File: src/rtl/product_select_ctrl.sv
// Product selection sequencer for the sale terminal.
// Browses product IDs with wrap-around, locks a choice on confirm, blinks the
// ID display while locked and drops back to a blank display on idle timeout.
module product_select_ctrl #(
    parameter int NUM_PRODUCTS = 10,
    parameter int TIMEOUT_CYC  = 250000000,
    parameter int BLINK_CYC    = 12500000
) (
    input  logic       clk,
    input  logic       rst_n,
    input  logic       btn_next,
    input  logic       btn_prev,
    input  logic       btn_ok,
    input  logic       btn_cancel,
    input  logic       txn_done,
    output logic [3:0] sel_id,
    output logic       sel_valid,
    output logic       disp_en,
    output logic       confirm_pls,
    output logic [1:0] state_o
);

    // Counter widths; a parameter of 1 still gets a 1-bit counter.
    localparam int TW = (TIMEOUT_CYC > 1) ? $clog2(TIMEOUT_CYC) : 1;
    localparam int BW = (BLINK_CYC > 1) ? $clog2(BLINK_CYC) : 1;

    localparam logic [3:0]    LAST_ID    = 4'(NUM_PRODUCTS - 1);
    localparam logic [TW-1:0] TIMER_LAST = TW'(TIMEOUT_CYC - 1);
    localparam logic [TW-1:0] TIMER_ONE  = TW'(1);
    localparam logic [BW-1:0] BLINK_LAST = BW'(BLINK_CYC - 1);
    localparam logic [BW-1:0] BLINK_ONE  = BW'(1);

    typedef enum logic [1:0] {
        ST_IDLE   = 2'b00,
        ST_BROWSE = 2'b01,
        ST_LOCKED = 2'b10
    } state_t;

    state_t        state_q, state_d;
    logic [3:0]    id_q, id_d;
    logic          valid_q, valid_d;
    logic          disp_q, disp_d;
    logic          conf_q, conf_d;
    logic [TW-1:0] timer_q, timer_d;
    logic [BW-1:0] blink_q, blink_d;

    // Neighbouring IDs with wrap-around at both ends of the range.
    logic [3:0] id_inc, id_dec;
    assign id_inc = (id_q == LAST_ID) ? 4'd0 : id_q + 4'd1;
    assign id_dec = (id_q == 4'd0) ? LAST_ID : id_q - 4'd1;

    // State and registered outputs; async reset returns everything to blank idle.
    // NOTE: sequential state uses non-blocking assignments so every register
    // samples the pre-edge values computed by the combinational block.
    always_ff @(posedge clk or negedge rst_n) begin
        if (!rst_n) begin
            state_q <= ST_IDLE;
            id_q    <= 4'd0;
            valid_q <= 1'b0;
            disp_q  <= 1'b0;
            conf_q  <= 1'b0;
            timer_q <= '0;
            blink_q <= '0;
        end else begin
            state_q <= state_d;
            id_q    <= id_d;
            valid_q <= valid_d;
            disp_q  <= disp_d;
            conf_q  <= conf_d;
            timer_q <= timer_d;
            blink_q <= blink_d;
        end
    end

    // Next state and next outputs; button priority is cancel > ok > next > prev.
    always_comb begin
        // NOTE: every signal gets a default before the case so no path leaves
        // one unassigned, which would otherwise infer a latch.
        state_d = state_q;
        id_d    = id_q;
        valid_d = valid_q;
        disp_d  = disp_q;
        conf_d  = 1'b0;
        timer_d = '0;
        blink_d = '0;

        unique case (state_q)
            ST_IDLE: begin
                valid_d = 1'b0;
                disp_d  = 1'b0;
                if (btn_next) begin
                    state_d = ST_BROWSE;
                    id_d    = 4'd0;
                    disp_d  = 1'b1;
                end else if (btn_prev) begin
                    state_d = ST_BROWSE;
                    id_d    = LAST_ID;
                    disp_d  = 1'b1;
                end
            end

            ST_BROWSE: begin
                disp_d = 1'b1;
                if (btn_cancel) begin
                    state_d = ST_IDLE;
                    id_d    = 4'd0;
                    disp_d  = 1'b0;
                end else if (btn_ok) begin
                    state_d = ST_LOCKED;
                    valid_d = 1'b1;
                    conf_d  = 1'b1;
                end else if (btn_next) begin
                    id_d = id_inc;
                end else if (btn_prev) begin
                    id_d = id_dec;
                end else if (timer_q == TIMER_LAST) begin
                    // Idle too long with no operator activity: blank out.
                    state_d = ST_IDLE;
                    id_d    = 4'd0;
                    disp_d  = 1'b0;
                end else begin
                    timer_d = timer_q + TIMER_ONE;
                end
            end

            ST_LOCKED: begin
                if (btn_cancel) begin
                    state_d = ST_BROWSE;
                    valid_d = 1'b0;
                    disp_d  = 1'b1;
                end else if (txn_done) begin
                    state_d = ST_IDLE;
                    id_d    = 4'd0;
                    valid_d = 1'b0;
                    disp_d  = 1'b0;
                end else if (blink_q == BLINK_LAST) begin
                    disp_d = ~disp_q;
                end else begin
                    blink_d = blink_q + BLINK_ONE;
                end
            end

            default: begin
                state_d = ST_IDLE;
                id_d    = 4'd0;
                valid_d = 1'b0;
                disp_d  = 1'b0;
            end
        endcase
    end

    assign sel_id      = id_q;
    assign sel_valid   = valid_q;
    assign disp_en     = disp_q;
    assign confirm_pls = conf_q;
    assign state_o     = state_q;

endmodule
File: config.mk
export PLATFORM = sky130hd
export DESIGN_NAME = product_select_ctrl
export DESIGN_NICKNAME = d
export VERILOG_FILES = /design/src/rtl/product_select_ctrl.sv
export SDC_FILE = /design/constraint.sdc
export NUM_CORES = 1
export LEC_CHECK = 0
export BUFFER_PORTS_ARGS = -buffer_cell sky130_fd_sc_hd__buf_2
export CAP_MARGIN = 10
export CELL_PAD_IN_SITES_DETAIL_PLACEMENT = 2
export CELL_PAD_IN_SITES_GLOBAL_PLACEMENT = 2
export CORE_MARGIN = 8
export CORE_UTILIZATION = 30
export CTS_BUF_LIST = sky130_fd_sc_hd__clkbuf_4 sky130_fd_sc_hd__clkbuf_8
export CTS_CLUSTER_DIAMETER = 40
export DETAILED_ROUTE_END_ITERATION = 7
export GPL_TIMING_DRIVEN = 0
export PLACE_DENSITY = 0.6
export SYNTH_ARGS = -nofsm -noshare
export SYNTH_HDL_FRONTEND = slang
export SYNTH_SLANG_ARGS = --single-unit
File: constraint.sdc
create_clock -name clk -period 2.2 [get_ports clk]
set_input_delay 0.33 -clock clk [delete_from_list [all_inputs] [get_ports clk]]
set_output_delay 0.33 -clock clk [all_outputs]
set_load 0.05 [all_outputs]
==> results of run 1 <==
==> what timing repair did <==
action | in CTS | in global routing
pin swaps | 1 | 1
gates cloned | 0 | 0
setup endpoints to repair | 42 | 21
setup buffers | 2 | 0
gates resized for setup | 2 | 2
==> sequential cells by signal, summed over array words and instances (netlist names) <==
| register | cells |
|---|---|
| blink_q | 24 |
| confirm_pls | 1 |
| disp_en | 1 |
| sel_id | 4 |
| sel_valid | 1 |
| state_o | 2 |
| timer_q | 28 |
==> cell families (layout without fill, tap and decap cells) <==
| logic type | after synthesis | after routing | share of synthesized area, % |
|---|---|---|---|
| AO/OA/AOI/OAI | 32 | 32 | 7.216 |
| XOR/XNOR | 46 | 46 | 12.04 |
| adder cells (fa/ha/maj) | 5 | 5 | 1.869 |
| buffers and inverters | 21 | 54 | 2.841 |
| flip-flops | 61 | 61 | 45.61 |
| multiplexers | 3 | 3 | 0.9719 |
| AND/OR/NAND/NOR | 176 | 176 | 29.46 |
==> cell type report <==
| type | instances | area (um2) |
|---|---|---|
| buffer | 8 | 48.80 |
| clock buffer | 15 | 181.4 |
| clock inverter | 1 | 5.005 |
| fill | 1225 | 7066 |
| inverter | 13 | 48.80 |
| multi-input combinational | 262 | 1744 |
| sequential | 61 | 1526 |
| tap | 140 | 175.2 |
| timing repair buffer | 17 | 92.59 |
==> power by group through the flow <==
stage	sequential [W]	combinational (W)	clock (W)
after global placement	0.00122	0.000438	0
after global routing	0.00121	0.000478	0.00106
after CTS	0.00120	0.000445	0.00101
final	0.00120	0.000437	0.000966
after detailed placement	0.00123	0.000442	0
after floorplan	0.00133	0.000197	0
==> worst max-delay path by stage <==
stage | startpoint | endpoint | slack [ps]
2_1_floorplan | state_o[1]$_DFFE_PN0P_ | sel_id[2]$_DFFE_PN0P_ | 250
3_3_place_gp | timer_q[0]$_DFF_PN0_ | sel_id[2]$_DFFE_PN0P_ | -80
3_5_place_dp | timer_q[0]$_DFF_PN0_ | timer_q[20]$_DFF_PN0_ | -120
4_1_cts | state_o[1]$_DFFE_PN0P_ | timer_q[20]$_DFF_PN0_ | 50
5_1_grt | state_o[0]$_DFFE_PN0P_ | disp_en$_DFFE_PN0P_ | 5
6_report | state_o[0]$_DFFE_PN0P_ | disp_en$_DFFE_PN0P_ | 120
==> layer usage <==
metal	global-route usage (%)	share of wire [%]
met1	15.86	48
met2	20.13	48
met3	2.823	2.5
met4	3.701	0.81
met5	0	0
==> per-stage QoR <==
stage / hold WS (ps) / instances / worst slack, ps / power, W
floorplan: 34.41 / 344 / 253.5 / 0.001525
global placement: 483.4 / 499 / -84.29 / 0.001663
detailed placement: 491.4 / 499 / -119.1 / 0.001668
CTS: 121.3 / 517 / 50.97 / 0.002663
global route: 152.6 / 517 / 4.992 / 0.002747
finish: 86.21 / 517 / 116.8 / 0.002606
==> cell usage in the layout (no fill, tap or decap), types with 2 or more instances in the layout <==
master     n
nand4_1   10
nor2_1    61
nor2_2     5
ha_1       5
nand3_1   19
nand3_2    2
xnor2_1   22
nand2_1   25
or3_1      5
a31oi_1    2
nor3_1     2
nor4_4     2
o21ai_0    5
nand4b_1   3
dfrtp_1   61
buf_4      4
mux2_2     2
nand2b_1   2
nor3_2     5
a21oi_1    6
nor4_1     4
clkbuf_8  11
o22ai_1    2
and4_1     3
nor4_2     5
and2_1     2
buf_2     17
and3_1     7
xor2_1    24
nor4bb_1   2
inv_1     13
clkbuf_4   5
nor2b_1    4
==> results.txt, run 1 <==
Status -> complete, no violations
CTS Root Cell -> clkbuf_8
Routed WL per cell -> 16.25 um
CP arrival -> 2290 ps
Ratio of cells with drive above 1 in the final layout -> 18.04%
Crit Reg-Reg Endpoint -> disp_en$_DFFE_PN0P_
Number of port buffers -> 15
R2R cell count -> 6
CTS Sinks -> 61
Gate power share -> 16.8%
Yosys top cell area share -> 45.61%
Yosys top cell by area -> dfrtp_1
Layout area overhead -> 14.21%
Net Sw Power -> 0.0007968 W
Fraction of registers with async set/reset -> 100.0%
Cts bufs inserted -> 9
Die width -> 121.6 um
Ports -> 16
Fin util -> 35.11%
Clock latency on the worst-skew pair -> 330 ps
Slowest stage delay, CP -> 670 ps
Global-route wire length before repair -> 14620 um
Die Ht -> 121.6 um
Via density -> 5.023
# rows -> 38
Number of synthesized flops with an enable pin -> 0
Final Hold Vio Count -> 0
Reg clk slew, reported paths -> 70 ps
Tcrit/Tclk final -> 94.69%
Drc violations -> 0
Period minus WS final -> 2083 ps
Net Sw Frac -> 30.57%
Core Area -> 0.01089 mm2
Vias in the first global route -> 2863
Initial Util -> 30.74%
CTS Hold Bufs -> 0
Pwr dens -> 681.8 mW/mm2
Overall routing resource usage -> 12.31%
Post-route cell area -> 0.003822 mm2
Post-synth top cells -> dfrtp_1 (61), nor2_1 (61), nand2_1 (25), xor2_1 (24), xnor2_1 (22)
Pins over their slew limit -> 0
Worst path depth -> 6
Drt pass-1 iters -> 4
Primary FF master, synth -> dfrtp_1
CP required -> 2410 ps
Fin nets -> 384
Final Skew -> 9.056 ps
Worst R2R Setup Slack -> 120 ps
Worst path buffer plus inverter count -> 2
Setup TNS -> 0 ps
Hold Path Class -> input pin to asynchronous set/reset pin
Initial antenna violation count -> 0
Final setup fails -> 0
Netlist Area Pre-Place -> 0.003347 mm2
Yosys warns -> 0
Largest fanout on the critical path -> 10
F_max -> 480.0 MHz
Worst Setup Start Kind -> register
Worst setup EP type -> register
Max-Cap Viols -> 0
Syn nets -> 356
Die area -> 0.01479 mm2
Internal -> 0.001809 W
Part of the Yosys area used for sequential elements -> 45.61%
Post-DP Area -> 0.003600 mm2
Largest net degree at the start of global routing -> 62
Routed WL -> 8401 um
Tightest Pin Transition -> 964.5 ps
Synth area leaders -> dfrtp_1 (46%), nor2_1 (6.8%), xor2_1 (6.3%), xnor2_1 (5.8%), nand3_1 (3.0%)
Worst Setup Path Type -> register to register
Cells after synthesis -> 344
Total global routing overflow -> 0
Clk pwr share -> 37.0%
Family with the most delay on the worst path -> simple AND/OR/NAND/NOR gates
R2R Path Start -> state_o[0]$_DFFE_PN0P_
DPL Wire Length -> 6022 um
Synth cell types -> 60
DRT antenna net count -> 0
Routability cong. -> 0.7297
CP max-delay cell -> nor3_1
RSZ-0062 raised after global routing -> false
Maximum root-to-sink buffer count -> 2
Sequential share of power -> 46.2%
DR iter-0 viols -> 78
Yosys reg bits -> 61
H-tree depth -> 3
Worst path cell trace -> clkbuf_1 > nor3_1 > o41ai_4 > buf_4 > o311ai_1 > o21ai_1
Synth Area per Inst -> 9.730 um2
Peak supply drop -> 0.2920 mV
Via count -> 2597
CTS tree -> built
Antenna cells -> 0
Relative slew slack -> 35.11%
Leak Pwr -> 1.492 nW
(Power assumes the default switching activity.)
==> run 2, diff against run 1 <==
CORE_ASPECT_RATIO = 1.2   (was default)
CORE_MARGIN = 2   (was 8)
REMOVE_ABC_BUFFERS = 1   (was default)
==> run 2 against run 1 <==
Non-clock buffer count fell by 6. Die area fell by 19%. Critical path depth is 1 lower. Register-to-register slack hardly changed. Sequential share of layout area rose by 0.11 points. Clock power about the same. Combinational power shrank 4%. Largest cell class unchanged.
==> results.txt, run 2 (synthesized netlist as in run 1, its figures left out) <==
Status -> complete, no violations
Hold Slack -> 87.39 ps (+1.184 ps)
Global-route wire length before repair -> 14270 um (-2.4%)
Place WS -> -262.8 ps (-143.7 ps)
Leak Pwr -> 1.504 nW (+0.82%)
Worst Setup Path Type -> register to register
Internal -> 0.001852 W (+2.4%)
F_max -> 480.3 MHz (about the same)
Drt pass-1 iters -> 4 (unchanged)
Via count -> 2564 (-1.3%)
R2R Path Start -> timer_q[5]$_DFF_PN0_
Final Skew -> 9.134 ps (+0.07763 ps)
CP arrival -> 2300 ps (about the same)
Max reg flops -> 28 (unchanged)
Period minus WS final -> 2082 ps (-1.389 ps)
Largest fanout on the critical path -> 6 (-4)
Maximum root-to-sink buffer count -> 2 (unchanged)
Die area -> 0.01202 mm2 (-19%)
Reg clk slew, reported paths -> 70 ps (about the same)
Cts bufs inserted -> 9 (unchanged)
Hold Path Class -> input pin to asynchronous set/reset pin
CTS Hold Bufs -> 0 (unchanged)
Clk pwr share -> 37.9% (+0.9 points)
Routed WL per cell -> 16.47 um (+1.4%)
Crit Reg-Reg Endpoint -> sel_id[2]$_DFFE_PN0P_
Clock latency on the worst-skew pair -> 340 ps (about the same)
Tightest Pin Transition -> 951.4 ps (-13.11 ps)
Antenna cells -> 0 (unchanged)
Drc violations -> 0 (unchanged)
Tcrit/Tclk final -> 94.63% (about the same)
Layout area overhead -> 13.98%
Routed WL -> 8253 um (-1.8%)
CTS Root Cell -> clkbuf_8
DR iter-0 viols -> 47 (-40%)
Setup ws final -> 118.2 ps (+1.389 ps)
Total global routing overflow -> 0 (unchanged)
Non-Filler Instances -> 501 (-3.1%)
Peak supply drop -> 0.3444 mV (+18%)
Die width -> 100.4 um (-17%)
Worst setup EP type -> register
Gate power share -> 15.9% (-0.9 points)
Sequential share of power -> 46.2% (about the same)
DPL Wire Length -> 5620 um (-6.7%)
CP required -> 2420 ps (about the same)
Final Hold Vio Count -> 0 (unchanged)
CTS Sinks -> 61 (unchanged)
CTS tree -> built
Routability cong. -> 0.7150 (-2.0%)
Cell count after placement -> 485 (-2.8%)
H-tree depth -> 3 (unchanged)
Vias in the first global route -> 2793 (-2.4%)
Worst Setup Start Kind -> register
Net Sw Power -> 0.0007960 W (about the same)
Initial antenna violation count -> 0 (unchanged)
Max-Cap Viols -> 0 (unchanged)
RSZ-0062 raised after global routing -> false
DRT antenna net count -> 0 (unchanged)
Largest net degree at the start of global routing -> 62 (unchanged)
Number of port buffers -> 15 (unchanged)
Leading cell type in the layout, fill and taps excluded -> nor2_1
Final setup fails -> 0 (unchanged)
Pwr dens -> 694.1 mW/mm2 (+1.8%)
R2R cell count -> 5 (-1)
Core Area -> 0.01093 mm2 (+0.39%)
Pins over their slew limit -> 0 (unchanged)
Worst R2R Setup Slack -> 120 ps (about the same)
Via density -> 5.118 (+1.9%)
Die Ht -> 119.7 um (-1.6%)
Net Sw Frac -> 30.06% (-0.51 points)
Filler cells -> 1233 (+0.65%)
Biggest register -> timer_q
Relative slew slack -> 35.99% (+0.88 points)
# rows -> 42 (+11%)
Ports -> 16 (unchanged)
Most frequent cells in the layout -> nor2_1 (61), dfrtp_1 (60), nand2_1 (25)
Ratio of cells with drive above 1 in the final layout -> 17.62% (-0.42 points)
Worst setup startpoint -> timer_q[5]$_DFF_PN0_
Overall routing resource usage -> 15.11% (+2.8 points)
Initial Util -> 30.62% (-0.12 points)
Fin nets -> 378 (-1.6%)
==> run 2: cell types whose count changed in the layout (fill, tap and decap cells not counted), sizes merged <==
cell,delta
buf,-4
clkbuf,-5
bufinv,+1
==> run 2: power by group through the flow <==
| stage | Clock (W) | Combinational [W] | Sequential (W) |
|---|---|---|---|
| floorplan | 0 | 0.000181 | 0.00134 |
| CTS | 0.00105 | 0.000427 | 0.00122 |
| detailed placement | 0 | 0.000423 | 0.00124 |
| finish | 0.00100 | 0.000421 | 0.00122 |
| global placement | 0 | 0.000413 | 0.00124 |
| global route | 0.00108 | 0.000464 | 0.00123 |
==> run 2: metrics by stage <==
step / TNS, ps / area [um2] / total power, W / utilization, %
final: 0 / 3815 / 0.002648 / 34.90
after floorplan: -122.5 / 3301 / 0.001520 / -
after CTS: 0 / 3784 / 0.002700 / 34.62
after global routing: 0 / 3815 / 0.002774 / 34.90
after detailed placement: -8557 / 3570 / 0.001667 / 32.66
after global placement: -22750 / 3541 / 0.001653 / 32.39
==> run 2: critical path, stage by stage, from the launching register on <==
cell and delay, ps:
dfrtp_1 380, nand3_1 310, nor4_4 480, a21oi_2 200, nor2_2 230, mux2_2 360
==> run 2: worst max path at each step <==
stage,to,slack [ps],cells after the start
after floorplan,disp_en$_DFFE_PN0P_,-120,4
after global placement,disp_en$_DFFE_PN0P_,-980,4
after detailed placement,blink_q[11]$_DFF_PN0_,-260,5
after CTS,timer_q[15]$_DFF_PN0_,20,5
after global routing,timer_q[27]$_DFF_PN0_,40,5
final,sel_id[2]$_DFFE_PN0P_,120,5
==> run 2: final cells by class <==
cell class	count	area [um2]	share of cell area [%]
tap	132	165.2	4.329
clock buffer	12	152.6	4.001
multi-input combinational	262	1767	46.31
inverter	13	48.80	1.279
timing repair buffer	19	118.9	3.116
clock inverter	2	35.03	0.9183
sequential	61	1528	40.05
==> run 2: what timing repair did <==
action | in CTS | in global routing
pin swaps | 2 | 2
cloned | 0 | 0
gates resized for setup | 3 | 5
buffers inserted | 1 | 1
setup endpoints to repair | 49 | 41
==> run 2: metal layers <==
metal / part of all wire [%] / global-route usage, %
met3: 1.2 / 2.446
met5: 0 / 0
met4: 1.5 / 6.421
met1: 46 / 18.85
met2: 51 / 25.63
